<file path="src/rtl/modbus_rsp_scheduler_pkg.sv">
// Shared types and helpers for the Modbus RTU response scheduler.
package modbus_rsp_scheduler_pkg;

    typedef enum logic [2:0] {
        ST_IDLE,
        ST_GAP,
        ST_LEAD,
        ST_START,
        ST_TX,
        ST_TAIL
    } state_t;

    typedef enum logic [1:0] {
        SEL_NONE,
        SEL_EXP,
        SEL_06,
        SEL_0304
    } sel_t;

    localparam int CHAR_BITS = 11;

    function automatic logic [1:0] count_reqs(input logic a, input logic b, input logic c);
        return {1'b0, a} + {1'b0, b} + {1'b0, c};
    endfunction

    function automatic logic [7:0] sat_add8(input logic [7:0] a, input logic [1:0] b);
        logic [8:0] s;
        s = {1'b0, a} + {7'b0, b};
        return s[8] ? 8'hFF : s[7:0];
    endfunction

endpackage

</file>
<file path="src/rtl/modbus_rsp_scheduler_cycle_timer.sv">
// Loadable down-counter with a zero flag; holds at zero until reloaded.
module mb_cycle_timer #(
    parameter int W = 8
) (
    input  logic         clk,
    input  logic         rst_n,
    input  logic         load,
    input  logic [W-1:0] value,
    output logic         zero
);

    logic [W-1:0] count;

    always_ff @(posedge clk) begin
        if (!rst_n) begin
            count <= '0;
        end else if (load) begin
            count <= value;
        end else if (count != '0) begin
            count <= count - 1'b1;
        end
    end

    assign zero = (count == '0);

endmodule

</file>
<file path="src/rtl/modbus_rsp_scheduler.sv">
// RS485 response scheduler: one grant per busy period, inter-frame gap, driver guard times,
// transmit watchdog and a saturating count of requests lost to contention.
//
//  state | meaning
//  IDLE  | bus released, waiting for a response request
//  GAP   | turnaround gap; receiver activity restarts it
//  LEAD  | driver enabled ahead of the first start bit
//  START | one-cycle grant pulse to the tx engine
//  TX    | tx engine owns the line, watchdog running
//  TAIL  | driver held after the last stop bit
module modbus_rsp_scheduler
    import modbus_rsp_scheduler_pkg::*;
#(
    parameter int CLK_FREQ  = 50000000,
    parameter int BAUD_RATE = 115200,
    parameter int GAP_BITS  = 38,
    parameter int MAX_BYTES = 32
) (
    input  logic       clk,
    input  logic       rst_n,
    input  logic       rx_state,
    input  logic       req_exp,
    input  logic       req_06,
    input  logic       req_03_04,
    input  logic       tx_done,
    output logic       start_exp,
    output logic       start_06,
    output logic       start_03_04,
    output logic       rs485_oe,
    output logic       busy,
    output logic       tx_timeout,
    output logic [7:0] drop_cnt
);

    localparam int BIT_CYC = CLK_FREQ / BAUD_RATE;
    localparam int GAP_CYC = BIT_CYC * GAP_BITS;
    localparam int TMO_CYC = BIT_CYC * CHAR_BITS * MAX_BYTES;
    localparam int TW      = $clog2(TMO_CYC + 1);

    localparam logic [TW-1:0] GAP_LD = TW'(GAP_CYC - 1);
    localparam logic [TW-1:0] BIT_LD = TW'(BIT_CYC - 1);
    localparam logic [TW-1:0] TMO_LD = TW'(TMO_CYC - 1);

    state_t          state, state_n;
    sel_t            sel, sel_n;
    logic            tmr_load;
    logic [TW-1:0]   tmr_value;
    logic            tmr_zero;
    logic            timeout_n;
    logic [1:0]      nreq;
    logic [1:0]      drop_inc;

    mb_cycle_timer #(.W(TW)) u_timer (
        .clk   (clk),
        .rst_n (rst_n),
        .load  (tmr_load),
        .value (tmr_value),
        .zero  (tmr_zero)
    );

    assign nreq = count_reqs(req_exp, req_06, req_03_04);

    always_comb begin
        state_n   = state;
        sel_n     = sel;
        tmr_load  = 1'b0;
        tmr_value = GAP_LD;
        timeout_n = 1'b0;
        drop_inc  = nreq;
        case (state)
            ST_IDLE: begin
                if (nreq != 2'd0) begin
                    state_n   = ST_GAP;
                    tmr_load  = 1'b1;
                    tmr_value = GAP_LD;
                    drop_inc  = nreq - 2'd1;
                    if (req_exp)     sel_n = SEL_EXP;
                    else if (req_06) sel_n = SEL_06;
                    else             sel_n = SEL_0304;
                end
            end
            ST_GAP: begin
                // Receiver activity means the master is still talking: restart the full gap.
                if (rx_state) begin
                    tmr_load  = 1'b1;
                    tmr_value = GAP_LD;
                end else if (tmr_zero) begin
                    state_n   = ST_LEAD;
                    tmr_load  = 1'b1;
                    tmr_value = BIT_LD;
                end
            end
            ST_LEAD: begin
                if (tmr_zero) state_n = ST_START;
            end
            ST_START: begin
                state_n   = ST_TX;
                tmr_load  = 1'b1;
                tmr_value = TMO_LD;
            end
            ST_TX: begin
                if (tx_done || tmr_zero) begin
                    state_n   = ST_TAIL;
                    tmr_load  = 1'b1;
                    tmr_value = BIT_LD;
                    timeout_n = !tx_done;
                end
            end
            ST_TAIL: begin
                if (tmr_zero) begin
                    state_n = ST_IDLE;
                    sel_n   = SEL_NONE;
                end
            end
            default: begin
                state_n = ST_IDLE;
                sel_n   = SEL_NONE;
            end
        endcase
    end

    // Outputs are registered from the next state so they line up with the state register.
    always_ff @(posedge clk) begin
        if (!rst_n) begin
            state       <= ST_IDLE;
            sel         <= SEL_NONE;
            start_exp   <= 1'b0;
            start_06    <= 1'b0;
            start_03_04 <= 1'b0;
            rs485_oe    <= 1'b0;
            busy        <= 1'b0;
            tx_timeout  <= 1'b0;
            drop_cnt    <= 8'h00;
        end else begin
            state       <= state_n;
            sel         <= sel_n;
            start_exp   <= (state_n == ST_START) && (sel_n == SEL_EXP);
            start_06    <= (state_n == ST_START) && (sel_n == SEL_06);
            start_03_04 <= (state_n == ST_START) && (sel_n == SEL_0304);
            rs485_oe    <= (state_n == ST_LEAD) || (state_n == ST_START) ||
                           (state_n == ST_TX)   || (state_n == ST_TAIL);
            busy        <= (state_n != ST_IDLE);
            tx_timeout  <= timeout_n;
            drop_cnt    <= sat_add8(drop_cnt, drop_inc);
        end
    end

endmodule

</file>
<file path="config.mk">
export PLATFORM = sky130hd
export DESIGN_NAME = modbus_rsp_scheduler
export DESIGN_NICKNAME = d
export VERILOG_FILES = /design/src/rtl/modbus_rsp_scheduler_pkg.sv /design/src/rtl/modbus_rsp_scheduler_cycle_timer.sv /design/src/rtl/modbus_rsp_scheduler.sv
export SDC_FILE = /design/constraint.sdc
export NUM_CORES = 1
export LEC_CHECK = 0
export ABC_AREA = 1
export CAP_MARGIN = 20
export CORE_MARGIN = 3
export CORE_UTILIZATION = 55
export DETAILED_ROUTE_END_ITERATION = 8
export PLACE_DENSITY = 0.86
export SYNTH_ARGS = -nofsm -noshare
export SYNTH_HDL_FRONTEND = slang
export SYNTH_SLANG_ARGS = --single-unit
</file>
<file path="constraint.sdc">
create_clock -name clk -period 2.9 [get_ports clk]
set_input_delay 0.58 -clock clk [delete_from_list [all_inputs] [get_ports clk]]
set_output_delay 0.58 -clock clk [all_outputs]
set_load 0.02 [all_outputs]
</file>
==> run summary <==
run status - finished clean
CTS tree - yes
fin nets - 299
vias in the first global route - 1621
number of port buffers - 20
fraction of power spent switching nets - 0.338
met1 WL - 1810 µm
Boundary Pins - 21
initial drt markers - 119
Worst Setup End Kind - flip-flop
PnR worst setup slack - 112 ps
Syn Area/Cell - 7.53 µm²
Placed Area - 0.00222 mm²
largest net degree at the start of global routing - 13
Layout Cells excl Fill - 332
Max-Cap Viols - 0
final slew viol count - 0
Antenna Cells - 0
highest-count cells in the layout ignoring fill and taps - nor2_1, nand2_1, dfxtp_1, inv_1, clkdlybuf4s50_1
Inst Count DP - 324
vias - 1694
top cell type's share of synthesized area - 0.387
area delta synth->final - 22.6%
# setup viols final - 0
core area - 0.00318 mm²
initial antenna violation count - 0
setup bufs post-CTS - 0
Synth Register Bits - 37
number of warnings issued by yosys - 0
dpl ws - -502 ps
routed length on met3 - 151 µm
Die W - 65.0 µm
Non-Filler Cell Area, Final - 0.00234 mm²
routed len/inst - 12.1 µm
Largest delay share family, worst path - adder cells
Synth cell types - 29
crit share post-route - 0.961
share of layout cells above drive strength 1 - 0.153
CP arrival - 3070 ps
GP Congestion - 0.832
CP max FO - 5
CP Class - in -> reg
Filler cells - 256
commonest non-fill, non-tap cell in the layout - nor2_1
Site Rows - 20
die area - 0.00422 mm²
post-route antenna net violation count - 0
Root Buffer - clkbuf_4
htree depth - 2
skew final - 12.2 ps
LEAKAGE - 1.08 nW
Comb pwr share - 0.326
Congestion Overflow GR - 0
Post-Syn Area - 0.00191 mm²
final hold viol count - 0
Largest stage delay, worst path - 610 ps
clk sinks - 37
Worst VDD drop - 0.000418 V
post-DP HPWL - 3040 µm
Clock Power Share - 0.284
Req. time, crit path - 3190 ps
Die Ht - 65.0 µm
Hold Path Class - reg -> reg
sequential power share - 0.391
CP Launch Type - input pin
met2 routed WL - 1990 µm
CP Cell Sequence - clkdlybuf4s50_1 -> fa_1 -> inv_2 -> o21ai_2 -> ha_2 -> fa_1 -> nand3_2 -> nor3b_2 -> nand2_1 -> nor2_4 -> inv_1 -> a21oi_1
WP buf/inv - 3
Avg Vias per Cell - 5.10
clock slew at reported path FFs - 110 ps
post-synth top area cell - dfxtp_1
Final Power - 0.00157 W
register area - 741 µm²
top post-synthesis cells by area - dfxtp_1, nor2_1, nand2_1
time the worst path needs with I/O delays and setup - 2790 ps
total track usage - 0.216
insertion delay to the later sink of the worst-skew pair - 360 ps
fmax - 359 MHz
first-pass GRT wire length - 7010 µm
synthesized instance count - 254
top sig layer - met4
most frequent CP cell - fa_1
clk buf depth - 2
slew at the pin closest to its max-slew limit - 471 ps
P_sw - 0.000533 W
TritonRoute pass-1 iters - 5
register area share after synthesis - 0.387
syn nets - 266
Post-route DRC - 0
area occupied by multi-input gates - 0.00106 mm²
Max transition margin - 0.684
Power Internal - 0.00104 W
CTS Buf Count - 5
Hold WS - 500 ps
Starting Density - 0.602
total wire length - 4020 µm
crit path max-delay cell type - fa_1
power per cell area - 671 mW/mm²
cts hold-fix bufs - 0
-- stage by stage --
stage          utilization  TNS [ps]
3_5_place_dp         0.697     -3180
3_3_place_gp         0.697     -1950
5_1_grt              0.738     -82.3
6_report             0.738         0
2_1_floorplan            -         0
4_1_cts              0.732         0
-- timing repair --
action,in CTS,in global routing
endpoints found under the hold margin,0,0
gates resized for setup,2,7
endpoints found under the setup margin,6,7
pin swaps,0,3
-- state kept, by name (all words and copies together) (netlist names) --
name           count
drop_cnt           8
rs485_oe           1
start_03_04        1
u_timer.count     18
start_exp          1
start_06           1
state              3
tx_timeout         1
sel                2
busy               1
-- layout make-up --
class / instances / area share
clock buffer: 5 / 0.0160
tap: 44 / 0.0235
multi-input combinational: 183 / 0.452
sequential: 37 / 0.316
clock inverter: 3 / 0.0277
inverter: 31 / 0.0496
timing repair buffer: 29 / 0.115
-- worst paths after layout --
path | from | endpoint | slack, ps | cells past startpoint
max | req_03_04 | drop_cnt[2]$_SDFF_PN0_ | 110 | 12
min | drop_cnt[7]$_SDFF_PN0_ | drop_cnt[7]$_SDFF_PN0_ | 500 | 1
max reg2reg | state[1]$_SDFF_PN0_ | drop_cnt[2]$_SDFF_PN0_ | 650 | 13
min reg2reg | drop_cnt[7]$_SDFF_PN0_ | drop_cnt[7]$_SDFF_PN0_ | 500 | 1
-- power by group through the flow --
stage / Clock, W / Sequential, W / Combinational [W]
after detailed placement: 0 / 0.000625 / 0.000502
after global routing: 0.000481 / 0.000622 / 0.000576
after floorplan: 0 / 0.000633 / 0.000373
final: 0.000447 / 0.000615 / 0.000513
after CTS: 0.000452 / 0.000614 / 0.000508
after global placement: 0 / 0.000623 / 0.000492
-- kinds of logic after synthesis --
| kind of cell | after synthesis | share of synthesized area |
|---|---|---|
| and+or+nand+nor | 126 | 0.322 |
| DFF | 37 | 0.387 |
| AOI/OAI and AO/OA | 34 | 0.0969 |
| buffers and inverters | 34 | 0.0707 |
| xor gates and xnor gates | 18 | 0.0825 |
| adders and majority gates | 5 | 0.0406 |
-- Yosys cell counts (all sizes together) --
| library cell | count |
|---|---|
| o21ai | 11 |
| buf | 1 |
| nand3b | 1 |
| nor3b | 2 |
| dfxtp | 37 |
| clkbuf | 2 |
| inv | 31 |
| xor2 | 9 |
| xnor2 | 9 |
| a31oi | 2 |
| fa | 2 |
| ha | 3 |
| nor2 | 47 |
| nand4 | 4 |
| nand2 | 50 |
| or3b | 1 |
| a21oi | 19 |
| o21a | 2 |
| nor3 | 8 |
| nand3 | 13 |
-- routing by layer --
layer,up-vias,track usage
met3,6,0.0641
met5,-,0
met2,32,0.372
met4,0,0.0950
li1,873,-
met1,783,0.245
Note: power is estimated with default switching activity, not from simulation.
